--- src/rtl/vga_scanout.sv ---
// VGA scanout: reads the 2bpp playfield RAM and drives a 640x480@60 VGA
// signal at half the system clock, pixel-doubled in both directions.
module vga_scanout #(
  parameter int H_VISIBLE = 640,
  parameter int H_FRONT   = 16,
  parameter int H_SYNC    = 96,
  parameter int H_BACK    = 48,
  parameter int V_VISIBLE = 480,
  parameter int V_FRONT   = 10,
  parameter int V_SYNC    = 2,
  parameter int V_BACK    = 33,
  parameter int FB_WIDTH  = 320
) (
  input  logic        clock,
  input  logic        reset,
  output logic [18:0] fb_address,
  input  logic [1:0]  fb_read_data,
  output logic        vga_hsync,
  output logic        vga_vsync,
  output logic [3:0]  vga_r,
  output logic [3:0]  vga_g,
  output logic [3:0]  vga_b,
  output logic        frame_start
);

  localparam int H_TOTAL = H_VISIBLE + H_FRONT + H_SYNC + H_BACK;
  localparam int V_TOTAL = V_VISIBLE + V_FRONT + V_SYNC + V_BACK;
  localparam int HS_LO   = H_VISIBLE + H_FRONT;
  localparam int HS_HI   = HS_LO + H_SYNC - 1;
  localparam int VS_LO   = V_VISIBLE + V_FRONT;
  localparam int VS_HI   = VS_LO + V_SYNC - 1;

  logic        r_phase;
  logic [9:0]  r_h;
  logic [9:0]  r_v;
  logic        r_hsync;
  logic        r_vsync;
  logic [11:0] r_rgb;
  logic        r_fs;

  logic        w_h_last;
  logic        w_v_last;
  logic        w_visible;
  logic        w_hsync;
  logic        w_vsync;
  logic [18:0] w_addr;
  logic [11:0] w_colour;

  assign w_h_last  = (r_h == 10'(H_TOTAL - 1));
  assign w_v_last  = (r_v == 10'(V_TOTAL - 1));
  assign w_visible = (r_h < 10'(H_VISIBLE))
                  && (r_v < 10'(V_VISIBLE));

  assign w_addr = 19'(FB_WIDTH) * 19'(r_v >> 1)
                + 19'(r_h >> 1);
  assign fb_address = w_visible ? w_addr : '0;

  assign w_hsync = !((r_h >= 10'(HS_LO))
                  && (r_h <= 10'(HS_HI)));
  assign w_vsync = !((r_v >= 10'(VS_LO))
                  && (r_v <= 10'(VS_HI)));

  always_comb begin
    w_colour = 12'h000;
    case (fb_read_data)
      2'b01:   w_colour = 12'hF00;
      2'b10:   w_colour = 12'h0FF;
      2'b11:   w_colour = 12'hFFF;
      default: w_colour = 12'h000;
    endcase
  end

  // Outputs load on the phase-1 edge, one clock after RAM sampled the address.
  always_ff @(posedge clock) begin
    if (!reset) begin
      r_phase <= 1'b0;
      r_h     <= '0;
      r_v     <= '0;
      r_hsync <= 1'b1;
      r_vsync <= 1'b1;
      r_rgb   <= '0;
      r_fs    <= 1'b0;
    end else begin
      r_phase <= ~r_phase;
      r_fs    <= 1'b0;
      if (r_phase) begin
        r_hsync <= w_hsync;
        r_vsync <= w_vsync;
        r_rgb   <= w_visible ? w_colour : 12'h000;
        r_fs    <= w_h_last
                && (r_v == 10'(V_VISIBLE - 1));
        if (w_h_last) begin
          r_h <= '0;
          r_v <= w_v_last ? '0 : r_v + 10'd1;
        end else begin
          r_h <= r_h + 10'd1;
        end
      end
    end
  end

  assign vga_hsync   = r_hsync;
  assign vga_vsync   = r_vsync;
  assign vga_r       = r_rgb[11:8];
  assign vga_g       = r_rgb[7:4];
  assign vga_b       = r_rgb[3:0];
  assign frame_start = r_fs;

endmodule

--- config.mk ---
export PLATFORM = sky130hd
export DESIGN_NAME = vga_scanout
export DESIGN_NICKNAME = d
export VERILOG_FILES = /design/src/rtl/vga_scanout.sv
export SDC_FILE = /design/constraint.sdc
export NUM_CORES = 1
export LEC_CHECK = 0
export BUFFER_PORTS_ARGS = -buffer_cell sky130_fd_sc_hd__buf_2
export CAP_MARGIN = 20
export CORE_MARGIN = 2
export CORE_UTILIZATION = 54
export DETAILED_ROUTE_END_ITERATION = 16
export PLACE_DENSITY = 0.78
export SETUP_SLACK_MARGIN = 0.15
export SLEW_MARGIN = 20
export SYNTH_ARGS = -nofsm -noshare
export SYNTH_HDL_FRONTEND = slang
export SYNTH_SLANG_ARGS = --single-unit
export TNS_END_PERCENT = 20
--- constraint.sdc ---
create_clock -name clock -period 5 [get_ports clock]
set_input_delay 1 -clock clock [delete_from_list [all_inputs] [get_ports clock]]
set_output_delay 1 -clock clock [all_outputs]
set_load 0.02 [all_outputs]
==> flow_summary_export.csv <==
group,metric,value,unit
run_status,status,"completed",
drt,drt-total-wl,4000,um
cts,cts_tree,"done",
cts,root_buffer,"clkbuf_8",
run,maxCapViolCount,0,
cts,clk_path_buf_depth,2,
worst_setup_path,slowest_stage,"dfxtp_1",
worst_setup_path,path_class,"flop to output pin",
timing,rsz0062_at_grt,"no",
cts,clock_latency,0.27,ns
global_routing,grt_max_degree,16,
yosys,ys_types,45,
die,io_pins,38,
die,start_util,55.8,%
worst_setup_path,r2r_start,"r_h[1]$_SDFFE_PN0P_",
worst_setup_path,cp_max_fo,11,
timing,hold_ws,0.485,ns
placed_design,place_ws,0.917,ns
hold_path,hold_end,"vga_hsync$_SDFFE_PN1P_",
power_and_ir_drop,p_per_area,186,mW/mm^2
placed_design,routabilityCongestion,0.868,
die,coreArea,0.00363,mm^2
yosys,syn_nets,275,
cts,htreeDepth,1,
placed_design,portBuffers,36,
timing,max_slew_margin,39.7,%
timing,fin_crit,4.43,ns
die,rows,22,
power_and_ir_drop,irDropWorstVdd,0.0000979,V
layout,fin_cells,319,
worst_setup_path,end_kind,"output pin",
timing,hold_violations,0,
yosys,yosysTopAreaCell,"dfxtp_1",
cts,cts_sinks,26,
power_and_ir_drop,total_power,0.415,mW
worst_setup_path,cp-start-kind,"flop",
yosys,avgSynthCellArea,8.17,um^2
yosys,syn_area,0.00203,mm^2
yosys,synth-seq-area-share,25.7,%
timing,slew_violations,0,
cts,cts_inserted_buffers,3,
worst_setup_path,reg2reg_to,"r_v[5]$_SDFFE_PN0P_",
timing,finalSetupTns,0,ns
drt,vias_per_cell,5.42,
timing,fmax,226,MHz
die,die_height,65.3,um
global_routing,grt.overflow.total,0,
yosys,ys_seq_elements,26,
layout,finalNetCount,299,
yosys,synth-edff-count,0,
worst_setup_path,critical_path_arrival,3.43,ns
yosys,synth-async-reset-ratio,0,%
cts,post_cts_buffers,0,
timing,setup_viol,0,
die,die_area,0.00426,mm^2
layout,post-route-cell-area,0.00223,mm^2
die,die_x,65.3,um
layout,drive_above_1_share,17.3,%
placed_design,place_inst,315,
yosys,synthTopCellsByArea,"dfxtp_1 26%, ha_1 13%, xor2_1 7.3%",
drt,first_pass_iters,4,
worst_setup_path,crit_family,"adder cells",
hold_path,hold_path.class,"flop to flop",
hold_path,hp-start,"vga_hsync$_SDFFE_PN1P_",
timing,fin_ws,0.571,ns
global_routing,grt_use_total,19.9,%
power_and_ir_drop,p_leak,1.11,nW
drt,final_antenna_net_count,0,
placed_design,dpl-instance-area,0.00216,mm^2
cts,clk_pin_slew,0.09,ns
layout,area_growth,10.1,%
cts,cts_resized,0,
drt,drt-initial-drc-count,76,
timing,worstMarginPinSlew,0.898,ns
worst_setup_path,r2r_cells,6,
yosys,synth_top_area_share,25.7,%
worst_setup_path,critPathMaxStageDelay,0.59,ns
drt,drc,0,
cts,cts_hold_buffers,0,
drt,post_drt_wl_per_cell,12.6,um
hold_path,whs_path_depth,1,
worst_setup_path,r2r_slack,2.93,ns
yosys,synthFlopType,"dfxtp_1",
layout,antenna_cells,0,
timing,final.setup_skew,0.00157,ns
timing,period_share,88.6,%
layout,fin_util,61.4,%
global_routing,grt_antenna_before_repair,0,
placed_design,dp_hpwl,3050,um
worst_setup_path,path_cells,"ha_1 -> ha_1 -> fa_1 -> a211oi_1 -> o21bai_1 -> a21oi_1 -> xor2_1 -> or4_1 -> a21oi_1 -> buf_2",
worst_setup_path,path_buf_inv,1,
drt,vias,1730,
global_routing,grt_pass1_wl,6730,um
yosys,ys_warn_count,0,
worst_setup_path,required,4.00,ns
yosys,syn_inst,248,
global_routing,grt_pass1_vias,1494,
[how the worst max path moves through the flow]
| stage | startpoint | endpoint | depth (start not counted) |
|---|---|---|---|
| after floorplan | r_v[4]$_SDFFE_PN0P_ | fb_address[16] | 9 |
| after global routing | r_v[2]$_SDFFE_PN0P_ | fb_address[16] | 10 |
| final | r_v[2]$_SDFFE_PN0P_ | fb_address[16] | 10 |
| after global placement | r_v[2]$_SDFFE_PN0P_ | fb_address[16] | 10 |
| after detailed placement | r_v[2]$_SDFFE_PN0P_ | fb_address[16] | 10 |
| after CTS | r_v[2]$_SDFFE_PN0P_ | fb_address[16] | 10 |
[logic make-up after synthesis]
group                    share of synthesized area (%)
AO/OA/AOI/OAI                                     12.0
flip-flops                                        25.7
multiplexers                                     0.494
other                                            0.185
adder cells (fa/ha/maj)                           14.9
buffers and inverters                             6.91
AND/OR/NAND/NOR                                   29.0
XOR/XNOR                                          10.8
[metal layers]
| layer | track usage, % | vias up | share of wire [%] |
|---|---|---|---|
| li1 | - | 901 | - |
| met4 | 5.47 | 0 | 1.1 |
| met2 | 32.8 | 51 | 46 |
| met3 | 2.05 | 6 | 5.1 |
| met1 | 27.7 | 772 | 48 |
| met5 | 0 | - | 0 |
[layout by cell type, fill, tap and decap left out, drive strengths merged, types with 2 or more instances in the layout]
cell type  instances
inv                9
nand2             19
o21a               3
nor3               5
xor2              17
nand3             10
a21oi             15
or3                4
clkbuf             3
dfxtp             26
nand4              7
ha                21
fa                 2
nor2b              4
a21boi             2
a211oi             2
o21ai              6
nor2              31
o32a               2
nand4b             2
xnor2              8
and3              11
buf               36
a211o              2
nor4               3
and2               9
[worst register-to-register path: stages, from the launching register on]
cell      delay (ns)
dfxtp_1         0.40
ha_1            0.21
nand4b_1        0.23
nor3_4          0.31
nand2_1         0.14
o21ai_1         0.52
nor2_1          0.13
[cell usage after synthesis (2+ instances only)]
| cell | instances |
|---|---|
| a211o_1 | 2 |
| a211oi_1 | 2 |
| a21boi_0 | 2 |
| a21oi_1 | 14 |
| and2_1 | 9 |
| and3_1 | 10 |
| buf_4 | 11 |
| clkbuf_1 | 4 |
| dfxtp_1 | 26 |
| fa_1 | 2 |
| ha_1 | 21 |
| inv_1 | 9 |
| nand2_1 | 19 |
| nand3_1 | 10 |
| nand4_1 | 7 |
| nand4b_1 | 2 |
| nor2_1 | 30 |
| nor2b_1 | 4 |
| nor3_1 | 4 |
| nor4_1 | 2 |
| o21a_1 | 3 |
| o21ai_0 | 5 |
| o32a_1 | 2 |
| or3_1 | 4 |
| xnor2_1 | 8 |
| xor2_1 | 17 |
[flip-flops by register name (all words and copies together) (netlist names)]
register     cells
r_v             10
frame_start      1
r_rgb            2
r_phase          1
vga_hsync        1
r_h             10
vga_vsync        1
[area by class of cell]
| class | count | area, um^2 |
|---|---|---|
| clock buffers | 3 | 41.3 |
| clock inverters | 1 | 30.0 |
| fillers | 329 | 1400 |
| inverters | 9 | 33.8 |
| multi-input cells | 196 | 1370 |
| flip-flops and latches | 26 | 520 |
| well taps | 48 | 60.1 |
| repair buffers | 36 | 180 |
[power by group]
group,total (mW),switching (mW),internal [mW],leakage (nW)
Combinational,0.0251,0.0169,0.00823,0.866
Clock,0.176,0.0688,0.107,0.0357
Sequential,0.214,0.00466,0.210,0.210
No activity file was read; power rests on OpenSTA's default activity.
